## src/rtl/adder2_arbiter.sv

```systemverilog
// Round-robin arbiter sharing one 64+64->65 adder between N_REQ requesters.
// One operation in flight at a time: IDLE (grant) -> CALC (add) -> RESULT (hold until consumed).

module adder2 (
    input  logic [63:0] a,
    input  logic [63:0] b,
    output logic [64:0] sout
);
    assign sout = {1'b0, a} + {1'b0, b};
endmodule

module adder2_arbiter #(
    parameter int N_REQ = 4,
    parameter int ID_W  = 2
) (
    input  logic                clk,
    input  logic                rst,
    input  logic [N_REQ-1:0]    req_valid,
    input  logic [64*N_REQ-1:0] req_a,
    input  logic [64*N_REQ-1:0] req_b,
    output logic [N_REQ-1:0]    req_ready,
    output logic                res_valid,
    output logic [64:0]         res_sum,
    output logic [ID_W-1:0]     res_id,
    input  logic                res_ready,
    output logic                busy
);

    typedef enum logic [1:0] {
        S_IDLE   = 2'd0,
        S_CALC   = 2'd1,
        S_RESULT = 2'd2
    } state_t;

    state_t          state_q, state_d;
    logic [ID_W-1:0] ptr_q, ptr_d;
    logic [ID_W-1:0] cur_id_q, cur_id_d;
    logic [63:0]     op_a_q, op_a_d;
    logic [63:0]     op_b_q, op_b_d;
    logic            res_valid_q, res_valid_d;
    logic [64:0]     res_sum_q, res_sum_d;
    logic [ID_W-1:0] res_id_q, res_id_d;

    logic [63:0]     a_arr [N_REQ];
    logic [63:0]     b_arr [N_REQ];
    logic [ID_W:0]   cand;
    logic            grant_found;
    logic [ID_W-1:0] grant_id;
    logic            grant_en;
    logic [64:0]     sout;
    logic            handshake;

    generate
        for (genvar gi = 0; gi < N_REQ; gi++) begin : g_slice
            assign a_arr[gi] = req_a[64*gi +: 64];
            assign b_arr[gi] = req_b[64*gi +: 64];
        end
    endgenerate

    // Rotating search starting at ptr; candidate index is kept below N_REQ so
    // non-power-of-2 configurations never look at a nonexistent requester.
    always_comb begin
        grant_found = 1'b0;
        grant_id    = '0;
        cand        = '0;
        for (int k = 0; k < N_REQ; k++) begin
            cand = {1'b0, ptr_q} + (ID_W+1)'(k);
            if (cand >= (ID_W+1)'(N_REQ)) begin
                cand = cand - (ID_W+1)'(N_REQ);
            end
            if (!grant_found && req_valid[cand[ID_W-1:0]]) begin
                grant_found = 1'b1;
                grant_id    = cand[ID_W-1:0];
            end
        end
    end

    adder2 u_adder2 (
        .a    (op_a_q),
        .b    (op_b_q),
        .sout (sout)
    );

    assign handshake = res_valid_q && res_ready;

    always_ff @(posedge clk) begin
        if (rst) begin
            state_q <= S_IDLE;
        end else begin
            state_q <= state_d;
        end
    end

    always_comb begin
        state_d = state_q;
        case (state_q)
            S_IDLE:   if (grant_en) state_d = S_CALC;
            S_CALC:   state_d = S_RESULT;
            S_RESULT: if (handshake) state_d = S_IDLE;
            default:  state_d = S_IDLE;
        endcase
    end

    // Grant is suppressed while rst is high so nothing is acknowledged in the reset cycle.
    always_comb begin
        grant_en = (state_q == S_IDLE) && grant_found && !rst;
        busy     = (state_q != S_IDLE);
    end

    generate
        for (genvar gi = 0; gi < N_REQ; gi++) begin : g_ready
            assign req_ready[gi] = grant_en && (grant_id == ID_W'(gi));
        end
    endgenerate

    always_comb begin
        ptr_d       = ptr_q;
        cur_id_d    = cur_id_q;
        op_a_d      = op_a_q;
        op_b_d      = op_b_q;
        res_valid_d = res_valid_q;
        res_sum_d   = res_sum_q;
        res_id_d    = res_id_q;
        case (state_q)
            S_IDLE: begin
                if (grant_en) begin
                    op_a_d   = a_arr[grant_id];
                    op_b_d   = b_arr[grant_id];
                    cur_id_d = grant_id;
                end
            end
            S_CALC: begin
                res_sum_d   = sout;
                res_id_d    = cur_id_q;
                res_valid_d = 1'b1;
            end
            S_RESULT: begin
                if (handshake) begin
                    res_valid_d = 1'b0;
                    ptr_d       = (cur_id_q == ID_W'(N_REQ-1)) ? '0 : cur_id_q + 1'b1;
                end
            end
            default: begin
                res_valid_d = 1'b0;
            end
        endcase
    end

    always_ff @(posedge clk) begin
        if (rst) begin
            ptr_q       <= '0;
            cur_id_q    <= '0;
            op_a_q      <= '0;
            op_b_q      <= '0;
            res_valid_q <= 1'b0;
            res_sum_q   <= '0;
            res_id_q    <= '0;
        end else begin
            ptr_q       <= ptr_d;
            cur_id_q    <= cur_id_d;
            op_a_q      <= op_a_d;
            op_b_q      <= op_b_d;
            res_valid_q <= res_valid_d;
            res_sum_q   <= res_sum_d;
            res_id_q    <= res_id_d;
        end
    end

    assign res_valid = res_valid_q;
    assign res_sum   = res_sum_q;
    assign res_id    = res_id_q;

endmodule

```

## config.mk

```make
export PLATFORM = sky130hd
export DESIGN_NAME = adder2_arbiter
export DESIGN_NICKNAME = d
export VERILOG_FILES = /design/src/rtl/adder2_arbiter.sv
export SDC_FILE = /design/constraint.sdc
export NUM_CORES = 1
export LEC_CHECK = 0
export ABC_AREA = 1
export CORE_AREA = 2 2 228 230
export CTS_CLUSTER_DIAMETER = 50
export CTS_CLUSTER_SIZE = 24
export DETAILED_ROUTE_END_ITERATION = 8
export DIE_AREA = 0 0 230 232
export PLACE_DENSITY = 0.67
export SLEW_MARGIN = 30
export SYNTH_ARGS = -nofsm -noshare
export SYNTH_HDL_FRONTEND = slang
export SYNTH_SLANG_ARGS = --single-unit
```

## constraint.sdc

```tcl
create_clock -name clk -period 1.95 [get_ports clk]
set_input_delay 0.39 -clock clk [delete_from_list [all_inputs] [get_ports clk]]
set_output_delay 0.39 -clock clk [all_outputs]
set_load 0.02 [all_outputs]
```

; ---- Word-level counts from Yosys, hierarchy flattened
; Cells that the tools add are included.
[classes]
n_eq_ne = 8
order_cmp = 9
reduce_logical = 21
bitwise_logic = 2
add_sub_neg = 9
muxes = 32
[ops]
columns = cell, count
row1 = binary-select mux 64 bit (select 2 bit), 2
row2 = 2-to-1 mux 64 bit, 4
row3 = adder 64 x 64 -> 65 bit, 1
row4 = 2-to-1 mux 2 bit, 11
row5 = ">= comparator 3 bit, second input constant", 4
row6 = "< comparator 2 x 3 -> 1 bit, second input constant", 4
row7 = logical AND 1 bit, 10
row8 = 2-to-1 mux 1 bit, 9
row9 = binary-select mux 1 bit (select 2 bit), 4
row10 = "== test 2 bit, second input constant", 4
row11 = AND reduction 2 bit, 4
row12 = "subtractor 2 x 1 -> 2 bit, second input constant", 4
row13 = "adder 2 x 2 -> 3 bit, second input constant", 2
row14 = case mux 2 bit (3 select lines), 1
row15 = "== test 2 x 1 -> 1 bit, second input constant", 2
row16 = zero test 1 bit, 4
row17 = zero test 2 bit, 2
row18 = "inequality test 2 bit, second input constant", 2
row19 = "adder 2 x 1 -> 3 bit, second input constant", 1
row20 = ">= comparator 2 x 3 -> 1 bit, second input constant", 1
row21 = NOT 2 -> 3 bit, 1
row22 = case mux 1 bit (3 select lines), 1
row23 = "adder 2 x 1 -> 2 bit, second input constant", 1
row24 = nonzero test 2 bit, 1
row25 = NOT 1 bit, 1
[totals]
regBits = 202
output_inout_bits = 73

; ---- Depth between registers and ports, before layout
; Gate-level depths: netlist (run 1).
[depth]
depth_word = 18
depth_mapped = 17

; ---- Cells and area by module
; A second synthesis (run 1) with hierarchy kept.
[unflattened]
hier_cells = 3495
area_unflattened_um2 = 18176.2
[by_module_without_submodules]
columns = module, instances, area_each_um2, cells_each
row1 = adder2_arbiter, 1, 12228.0, 2197
row2 = adder2, 1, 5948.2, 1298

; ---- Worst setup path after synthesis (run 1)
; Ideal clock, no wire load.
[synth_path]
path_type = register -> output
from = register ptr_q[0]
to = output req_ready[0]
slack_ps = -382
path_stages_with_launch = 13
arrival_ps = 1942
required_time_ps = 1560
path_cell_list = dfxtp_1 -> buf_4 -> nand2_1 -> nand2_1 -> o21ai_1 -> inv_1 -> nand3_2 -> nand2_2 -> nand2_4 -> buf_8 -> buf_2 -> inv_2 -> nor3_1
[synth_between]
elab_chain_len = 17
[synth_rtl]
columns = element, line
row1 = "start, declared", 36  ; logic [ID_W-1:0] ptr_q, ptr_d;
row2 = "start signal, assigned", 159  ; ptr_q <= ptr_d;
row3 = branches (longest 16 deep; another with adder 2 x 1 -> 3 bit), --
row4 = logical AND 1 bit *, 112  ; assign req_ready[gi] = grant_en && (grant_id == ID_W'(gi));
row5 = "end, declared", 21  ; output logic [N_REQ-1:0] req_ready,
; Every way passes the cells marked *. The select of a mux whose other input is x is not followed.

; ---- Worst setup path in the final report (run 1)
[layout_path]
from = register ptr_q[0]
to = output req_ready[1]
; The elaborated chain is that of the path after synthesis.

==> flow_metrics.tcl, run 1 <==
set metrics [dict create \
    ys_seq_elements 202 \
    syn_area_sq_um 18600 \
    grt_first_pass_wirelength_um 139000 \
    max-cap-violations 0 \
    grt_max_degree 81 \
    ctsHoldBuffers 0 \
    reg2reg_depth 21 \
    grt.overflow.total 0 \
    crit_end "req_ready[1]" \
    endpoint_kind "primary output" \
    finalMaxSlewViolations 0 \
    dpl.hpwl_um 72100 \
    area_growth_pct 87.8 \
    synthesis.nets 4178 \
    clk_latency_ps 580 \
    cts_made_buffers 28 \
    fin_crit_ps 2660 \
    cellLeakagePower_nw 18.2 \
    yosysUniqueCellTypes 33 \
    synth_largest_area_cell "nand2_1" \
    min_path_type "primary input to flip-flop" \
    whs_ps 419 \
    pre_cts_slack_ps -837 \
    skew_ps 28.7 \
    drcViolationCount 0 \
    vias 26675 \
    nNetsFinal 4999 \
    p_total_mw 25.2 \
    yosysWarnings 0 \
    required_ps 1560 \
    synth_top_cell_area_share_pct 37.0 \
    track_usage_pct 33.6 \
    final_util_pct 68.7 \
    drtIter0Drc 2361 \
    die_area_sq_um 53400 \
    gp_congestion 1.00 \
    max_stage_delay_ps 380 \
    root_buffer "clkbuf_16" \
    wl_per_cell_um 19.3 \
    num_rows 83 \
    crit_type "flip-flop to primary output" \
    ir_drop_v 0.000694 \
    clk_pin_slew_ps 70 \
    setup_ws_ps -713 \
    status "finished, violations left" \
    cp.buffers_inverters 4 \
    startpoint_type "flip-flop" \
    r2r-start "ptr_q[0]" \
    slew_headroom_pct 66.4 \
    critPathArrivalTime_ps 2270 \
    r2r_end "op_b_q[60]" \
    tritoncts "yes" \
    reg2reg_setup_slack_ps -710 \
    path_max_fanout 5 \
    crit_chain "buf_12, nand2_4, nand3_4, nand2_4, o21a_1, nand2_2, nor2_4, clkinv_4, buf_12, nor2_4, buf_6" \
    drt_pre_antenna_iters 6 \
    final.period_utilization_pct 137 \
    path_delay_family "simple AND/OR/NAND/NOR gates" \
    clk_path_buf_depth 3 \
    tns_ps -70590 \
    core_sq_um 50900 \
    initial_core_util_pct 36.6 \
    max_freq_ghz 0.375 \
    place.port_buffers 591 \
    tightest_slew_ps 501 \
    grt_setup_unrepaired "yes" \
    hold_violations 0 \
    crit_slowest_cell "dfxtp_4" \
    cts_sinks 202 \
    fp.dieW_um 230 \
    layout-drive-gt1-share_pct 34.1 \
    synth-seq-area-share_pct 21.7 \
    worst-path-stages 11 \
    syn_area_per_cell_sq_um 5.18 \
    failed_checks "setup timing" \
    ioPinCount 592 \
    synthCells 3593 \
    wirelength_um 99400 \
    crit_start "ptr_q[0]" \
    die_h_um 232 \
    finalSetupViolCount 165 \
    synth_area_leaders "nand2_1, dfxtp_1, nand3_1" \
    powerDensity_nw_per_um2 720 \
    first_global_vias 24041 \
    drt-vias-per-instance 5.19 \
    detail-route-antenna-nets 0 \
    cts-htree-levels 1 \
    antenna_found_initial 20 \
]
through the flow:
| step | std cells | cell area (sq um) |
|---|---|---|
| final | 5136 | 35000 |
| after global routing | 5127 | 34900 |
| after CTS | 5059 | 30700 |
| after detailed placement | 4952 | 27100 |
| after global placement | 4952 | 27100 |
| after floorplan | 3593 | 18700 |
kinds of logic after synthesis:
logic type                 Yosys count  synth area share, %
xor gates and xnor gates            25                 1.18
adders and majority gates           66                 4.47
and+or+nand+nor                   2607                 56.5
AOI/OAI and AO/OA                  109                 3.06
buffers and inverters              584                 13.1
DFF                                202                 21.7
layer usage:
metal | share of wire [%] | wire length [um] | global-route usage, %
met2 | 46 | 46100 | 54.1
met5 | 0.013 | 13 | 0
met3 | 8.2 | 8150 | 4.25
met1 | 42 | 41800 | 47.2
met4 | 3.3 | 3320 | 8.71
worst min-delay path: cells and delay by family:
family                 cells  cell delay, ps
buffers and inverters      2             430
AOI/OAI and AO/OA          1             130
worst min-delay path by stage:
stage	start	to	slack (ps)	cells past startpoint
floorplan	op_b_q[10]	op_b_q[10]	450	2
global placement	op_b_q[57]	op_b_q[57]	460	2
detailed placement	op_a_q[39]	op_a_q[39]	470	2
CTS	rst	state_q[1]	380	3
global route	rst	cur_id_q[0]	430	3
finish	rst	state_q[1]	420	3
synth_stat cells (all sizes together):
master / n
fa: 1
inv: 407
a21oi: 57
clkbuf: 55
nand2: 1842
o21ai: 43
and3: 2
ha: 65
dfxtp: 202
xnor2: 2
o311ai: 1
nor2: 242
buf: 122
o21a: 1
xor2: 23
a211oi: 1
o211ai: 6
nand3: 489
nand4: 10
nand3b: 3
nor4: 14
nor3: 5
layout make-up:
cell class	count	area (sq um)
multi-input combinational	2807	16900
fill	4311	15900
timing repair buffer	968	10500
sequential	202	4250
inverter	407	1550
tap	680	851
clock buffer	31	733
clock inverter	21	218
antenna	20	50.0
sequential cells by signal (all words and copies together) (netlist names):
register	flops
cur_id_q	2
res_id	2
op_b_q	64
state_q	2
res_valid	1
op_a_q	64
res_sum	65
ptr_q	2
repair_timing:
| item | CTS | global route |
|---|---|---|
| setup endpoints to repair | 204 | 208 |
| setup buffers | 35 | 61 |
| gates cloned | 20 | 17 |
| hold endpoints to repair | 0 | 0 |
| resized for setup | 454 | 1083 |
| pin swaps | 63 | 397 |
where the power goes:
group	switching (mW)	total [mW]	internal, mW
registers	0.841	5.81	4.97
clock network	2.30	5.25	2.95
logic	7.52	14.1	6.58
cell usage in the layout, fill, tap and decap left out, types with 14 or more instances in the layout:
| master | Yosys | layout |
|---|---|---|
| inv_2 | 6 | 34 |
| o21ai_0 | 41 | 20 |
| nand2_1 | 1838 | 1187 |
| nor2_4 | 1 | 52 |
| nand3_1 | 486 | 428 |
| buf_16 | 0 | 19 |
| dlymetal6s2s_1 | 0 | 16 |
| dfxtp_2 | 0 | 80 |
| nand2_4 | 1 | 153 |
| dfxtp_4 | 0 | 28 |
| diode_2 | 0 | 20 |
| buf_4 | 24 | 229 |
| inv_1 | 401 | 367 |
| clkbuf_16 | 0 | 45 |
| nor2_1 | 239 | 167 |
| dfxtp_1 | 202 | 94 |
| buf_12 | 0 | 55 |
| nand3_2 | 3 | 42 |
| buf_6 | 4 | 47 |
| nor2_2 | 2 | 23 |
| a21oi_1 | 57 | 14 |
| nand3_4 | 0 | 19 |
| a21oi_2 | 0 | 37 |
| nand2_2 | 3 | 489 |
| o21ai_1 | 2 | 18 |
| clkdlybuf4s50_1 | 0 | 556 |
| ha_4 | 0 | 63 |
(Power assumes the default switching activity.)
==> run 2: changes to the inputs <==
Settings changed: CTS_BUF_LIST set to sky130_fd_sc_hd__clkbuf_16, REMOVE_ABC_BUFFERS set to 1.
==> run 2 against run 1 <==
The run still ends with setup timing left. Worst setup slack better by 12 ps. Sequential power decreased by 3%. Count of clock-buffer cells in the layout decreased by 4. First-iteration DRC count is 35% lower. Largest cell class unchanged.
==> flow_metrics.tcl, run 2 (synthesis gave the netlist of run 1 again) <==
set metrics [dict create \
    drt-vias-per-instance 4.97 \
    die_area_sq_um 53400 \
    startpoint_type "flip-flop" \
    max-cap-violations 0 \
    fp.dieW_um 230 \
    num_rows 83 \
    drtIter0Drc 1544 \
    finalMaxSlewViolations 0 \
    finalSetupViolCount 164 \
    endpoint_kind "primary output" \
    crit_slowest_cell "dfxtp_4" \
    place_inst 4930 \
    path_max_fanout 9 \
    cts_made_buffers 27 \
    cellLeakagePower_nw 18.7 \
    first_global_vias 21720 \
    clk_path_buf_depth 3 \
    place.port_buffers 591 \
    clk_pin_slew_ps 60 \
    final_cell_mix "nand2_1, clkdlybuf4s50_1, nand3_1" \
    layout-drive-gt1-share_pct 31.1 \
    root_buffer "clkbuf_16" \
    powerDensity_nw_per_um2 695 \
    dpl.hpwl_um 55700 \
    ioPinCount 592 \
    grt.overflow.total 0 \
    drcViolationCount 0 \
    final.period_utilization_pct 136 \
    grt_first_pass_wirelength_um 114000 \
    max_freq_ghz 0.377 \
    track_usage_pct 26.2 \
    ir_drop_v 0.000550 \
    cts-htree-levels 1 \
    core_sq_um 50900 \
    cts_sinks 202 \
    gp_congestion 0.959 \
    detail-route-antenna-nets 0 \
    drt_pre_antenna_iters 5 \
    slew_headroom_pct 42.4 \
    die_h_um 232 \
    grt_setup_unrepaired "yes" \
    crit_chain "inv_6, nand2_1, nand2_2, o21ai_4, inv_2, nand3b_1, nand3_4, inv_4, buf_4, nand2_4, nor2_4, buf_6" \
    tns_ps -70960 \
    final_util_pct 67.3 \
    hold_violations 0 \
    max_stage_delay_ps 390 \
    fin_cells 5106 \
    skew_ps 31.4 \
    min_path_type "flip-flop to flip-flop" \
    required_ps 1560 \
    nNetsFinal 4990 \
    antenna_found_initial 2 \
    tightest_slew_ps 864 \
    clk_latency_ps 560 \
    vias 25387 \
    wirelength_um 90800 \
    grt_max_degree 104 \
    status "finished, violations left" \
    final_common_cell "nand2_1" \
    fin_crit_ps 2650 \
    failed_checks "setup timing" \
    critPathArrivalTime_ps 2260 \
    initial_core_util_pct 36.6 \
    area_growth_pct 83.9 \
    largest_register_ffs 65 \
    crit_type "flip-flop to primary output" \
    tritoncts "yes" \
    setup_ws_ps -701 \
    wl_per_cell_um 17.8 \
]
==> run 2: per-layer routing <==
layer  GRT usage (%)  share of wire, %  routed length [um]
met1            34.7                43               39200
met2            45.2                47               42500
met3            3.81               7.6                6920
met4            5.10               2.4                2210
met5               0                 0                   0
==> run 2: path summary, 6_finish.rpt <==
path                            startpoint      endpoint  slack [ps]  cells after the start
worst max-delay path              ptr_q[0]  req_ready[1]        -700                     12
worst min-delay path            op_a_q[62]    op_a_q[62]         480                      2
worst max register to register    ptr_q[0]    op_a_q[13]        -590                     20
worst min register to register  op_a_q[62]    op_a_q[62]         480                      2
==> run 2: critical path: cells and delay by family, from the launching register on <==
| family | cells | cell delay (ps) |
|---|---|---|
| AO/OA/AOI/OAI | 1 | 190 |
| flip-flops | 1 | 390 |
| AND/OR/NAND/NOR | 6 | 640 |
| buffers and inverters | 5 | 500 |
==> run 2: final cells by class <==
| type | instances | area, sq um |
|---|---|---|
| fillers | 4492 | 16600 |
| flip-flops and latches | 202 | 4200 |
| multi-input cells | 2807 | 16400 |
| inverters | 407 | 1560 |
| clock buffers | 27 | 676 |
| well taps | 680 | 851 |
| clock inverters | 22 | 211 |
| repair buffers | 960 | 10300 |
| diodes | 1 | 2.50 |
==> run 2: timing repair <==
action	4_1_cts	5_1_grt
pin swaps	23	392
hold buffers	0	0
setup endpoints to repair	219	241
cloned	3	54
gates resized for setup	123	1337
setup buffers	7	69
==> run 2: stage by stage <==
stage | area, sq um | power (mW) | setup WS (ps) | hold WS, ps
final | 34200 | 23.8 | -701 | 480
after floorplan | 17700 | 10.2 | -4400 | 454
after detailed placement | 26500 | 14.5 | -1410 | 465
after CTS | 27900 | 19.8 | -638 | 437
after global placement | 26500 | 14.4 | -1410 | 465
after global routing | 34200 | 25.1 | -777 | 495
==> run 2: power by group <==
part / leakage (nW) / internal, mW / switching, mW
Combinational: 16.5 / 6.18 / 7.07
Clock: 0.424 / 2.76 / 2.17
Sequential: 1.71 / 4.95 / 0.667
Total: 18.7 / 13.9 / 9.91
==> run 3: changes to the inputs <==
Settings changed: MAX_ROUTING_LAYER set to met4.
Clock period 1.95 ns to 2.2 ns, I/O delays scaled along.
==> run 3 against run 2 <==
The flow still finishes with violations (setup timing). Power fell by 12%. Worst hold slack got worse by 5.4 ps. Sequential share of layout area rose by 0.27 points. Sequential power fell by 14%. Global-route usage rose by 6.2 points. Highest routed layer unchanged. Wire length fell by 1.3%. Final cell count fell by 1.5%. Flip-flop and latch count did not move. Utilization fell by 3.3 points. Count of clock-buffer cells in the layout rose by 4. Worst setup slack improved by 200 ps.
==> flow_metrics.tcl, run 3 (synthesis gave the netlist of run 1 again) <==
set metrics [dict create \
    endpoint_kind "primary output" \
    n_antenna_cell 0 \
    startpoint_type "flip-flop" \
    num_rows 83 \
    ioPinCount 592 \
    status "finished, violations left" \
    nFillCells 4701 \
    required_ps 1760 \
    grt_first_pass_wirelength_um 133000 \
    clk_pin_slew_ps 60 \
    dpl.hpwl_um 56000 \
    finalMaxSlewViolations 0 \
    failed_checks "setup timing" \
    largest_register_ffs 65 \
    fp.dieW_um 230 \
    slew_headroom_pct 44.7 \
    nNetsFinal 4913 \
    hp-start "op_a_q[3]" \
    min_path_type "flip-flop to flip-flop" \
    setup_ws_ps -498 \
    fin_crit_ps 2700 \
    cellLeakagePower_nw 16.9 \
    vias 25159 \
    crit_slowest_cell "dfxtp_2" \
    drt-vias-per-instance 5.00 \
    crit_chain "inv_4, nand2_1, nand2_4, o21ai_4, nand3b_1, nand3_4, inv_4, nand2_4, buf_6, nor2_4, buf_6" \
    wirelength_um 89600 \
    max-cap-violations 0 \
    whs_path_depth 2 \
    grt.overflow.total 0 \
    gp_congestion 0.972 \
    final_util_pct 64.0 \
    initial_core_util_pct 36.6 \
    grt_setup_unrepaired "yes" \
    first_global_vias 23636 \
    layout-drive-gt1-share_pct 22.7 \
    r2r-start "ptr_q[0]" \
    fin_cells 5031 \
    grt_max_degree 94 \
    clk_latency_ps 580 \
    path_max_fanout 6 \
    tightest_slew_ps 829 \
    cts-htree-levels 1 \
    place_inst 4859 \
    crit_type "flip-flop to primary output" \
    drtIter0Drc 1566 \
    detail-route-antenna-nets 0 \
    reg2reg_depth 20 \
    cts_sinks 202 \
    wl_per_cell_um 17.8 \
    die_area_sq_um 53400 \
    ctsHoldBuffers 0 \
    antenna_found_initial 2 \
    cts_made_buffers 30 \
    final_common_cell "nand2_1" \
    critPathArrivalTime_ps 2260 \
    max_stage_delay_ps 410 \
    finalSetupViolCount 132 \
    ir_drop_v 0.000578 \
    place.port_buffers 591 \
    hold_end "op_a_q[3]" \
    max_freq_ghz 0.371 \
    clk_path_buf_depth 3 \
    hold_violations 0 \
    final.period_utilization_pct 123 \
    area_growth_pct 74.8 \
    drt_pre_antenna_iters 5 \
    reg2reg_setup_slack_ps -370 \
    drcViolationCount 0 \
    tritoncts "yes" \
    root_buffer "clkbuf_16" \
    whs_ps 475 \
    powerDensity_nw_per_um2 643 \
    die_h_um 232 \
    r2r_end "op_b_q[33]" \
    core_sq_um 50900 \
    track_usage_pct 32.4 \
    final_cell_mix "nand2_1, clkdlybuf4s50_1, inv_1" \
    skew_ps 24.9 \
]
==> run 3: cell types whose count changed in the layout (fill, tap and decap cells not counted), sizes merged, moves of 4 or more <==
cell           before  now
buf               341  283
bufbuf              0    4
bufinv              1    7
clkbuf             60   38
clkdlybuf4s50     537  585
clkinv              6   10
clkinvlp            5    1
dlymetal6s2s       49    0
inv               417  413
==> run 3: how the worst max path moves through the flow <==
stage / startpoint / to / slack (ps) / depth (start not counted)
after floorplan: ptr_q[0] / req_ready[1] / -4200 / 12
after global placement: req_valid[0] / req_ready[0] / -1130 / 14
after detailed placement: req_valid[0] / req_ready[0] / -1170 / 14
after CTS: ptr_q[0] / req_ready[3] / -520 / 14
after global routing: ptr_q[0] / req_ready[1] / -600 / 13
final: ptr_q[1] / req_ready[3] / -500 / 11
==> run 3: area by class of cell <==
type,instances,area [sq um],share of cell area (%)
sequential,202,4080,12.5
tap,680,851,2.61
clock buffer,31,776,2.38
timing repair buffer,880,9990,30.7
multi-input combinational,2807,14900,45.9
clock inverter,24,360,1.11
inverter,407,1550,4.76
==> run 3: layer usage <==
metal | track usage (%) | vias to the layer above | part of all wire, %
li1 | - | 12521 | -
met1 | 42.1 | 11535 | 44
met2 | 52.7 | 947 | 46
met3 | 4.58 | 156 | 7.0
met4 | 8.06 | 0 | 2.8
met5 | - | - | 0
==> run 3: metrics by stage <==
| stage | setup TNS (ps) | setup WS, ps | cell area (sq um) | power, mW |
|---|---|---|---|---|
| floorplan | -673660 | -4200 | 17700 | 9.07 |
| global placement | -93170 | -1130 | 26000 | 12.5 |
| detailed placement | -96580 | -1170 | 26000 | 12.6 |
| CTS | -41400 | -522 | 30700 | 20.0 |
| global route | -55040 | -595 | 32600 | 22.1 |
| finish | -38970 | -498 | 32600 | 20.9 |
==> run 3: power by group <==
group / total (mW) / leakage (nW) / switching [mW] / internal, mW
Combinational: 10.7 / 14.7 / 5.73 / 4.94
Clock: 5.43 / 0.557 / 2.00 / 3.43
Sequential: 4.83 / 1.68 / 0.507 / 4.32
Total: 20.9 / 16.9 / 8.24 / 12.7
==> run 3: timing repair <==
item	4_1_cts	5_1_grt
pin swaps	272	324
gates resized for setup	407	540
buffers inserted	58	18
setup endpoints to repair	162	183
cloned	59	7
==> run 3: critical path: cells and delay by family (launching register included) <==
kind | cells | cell delay, ps
DFF | 1 | 410
buffers and inverters | 4 | 420
AOI/OAI and AO/OA | 1 | 180
and+or+nand+nor | 6 | 680
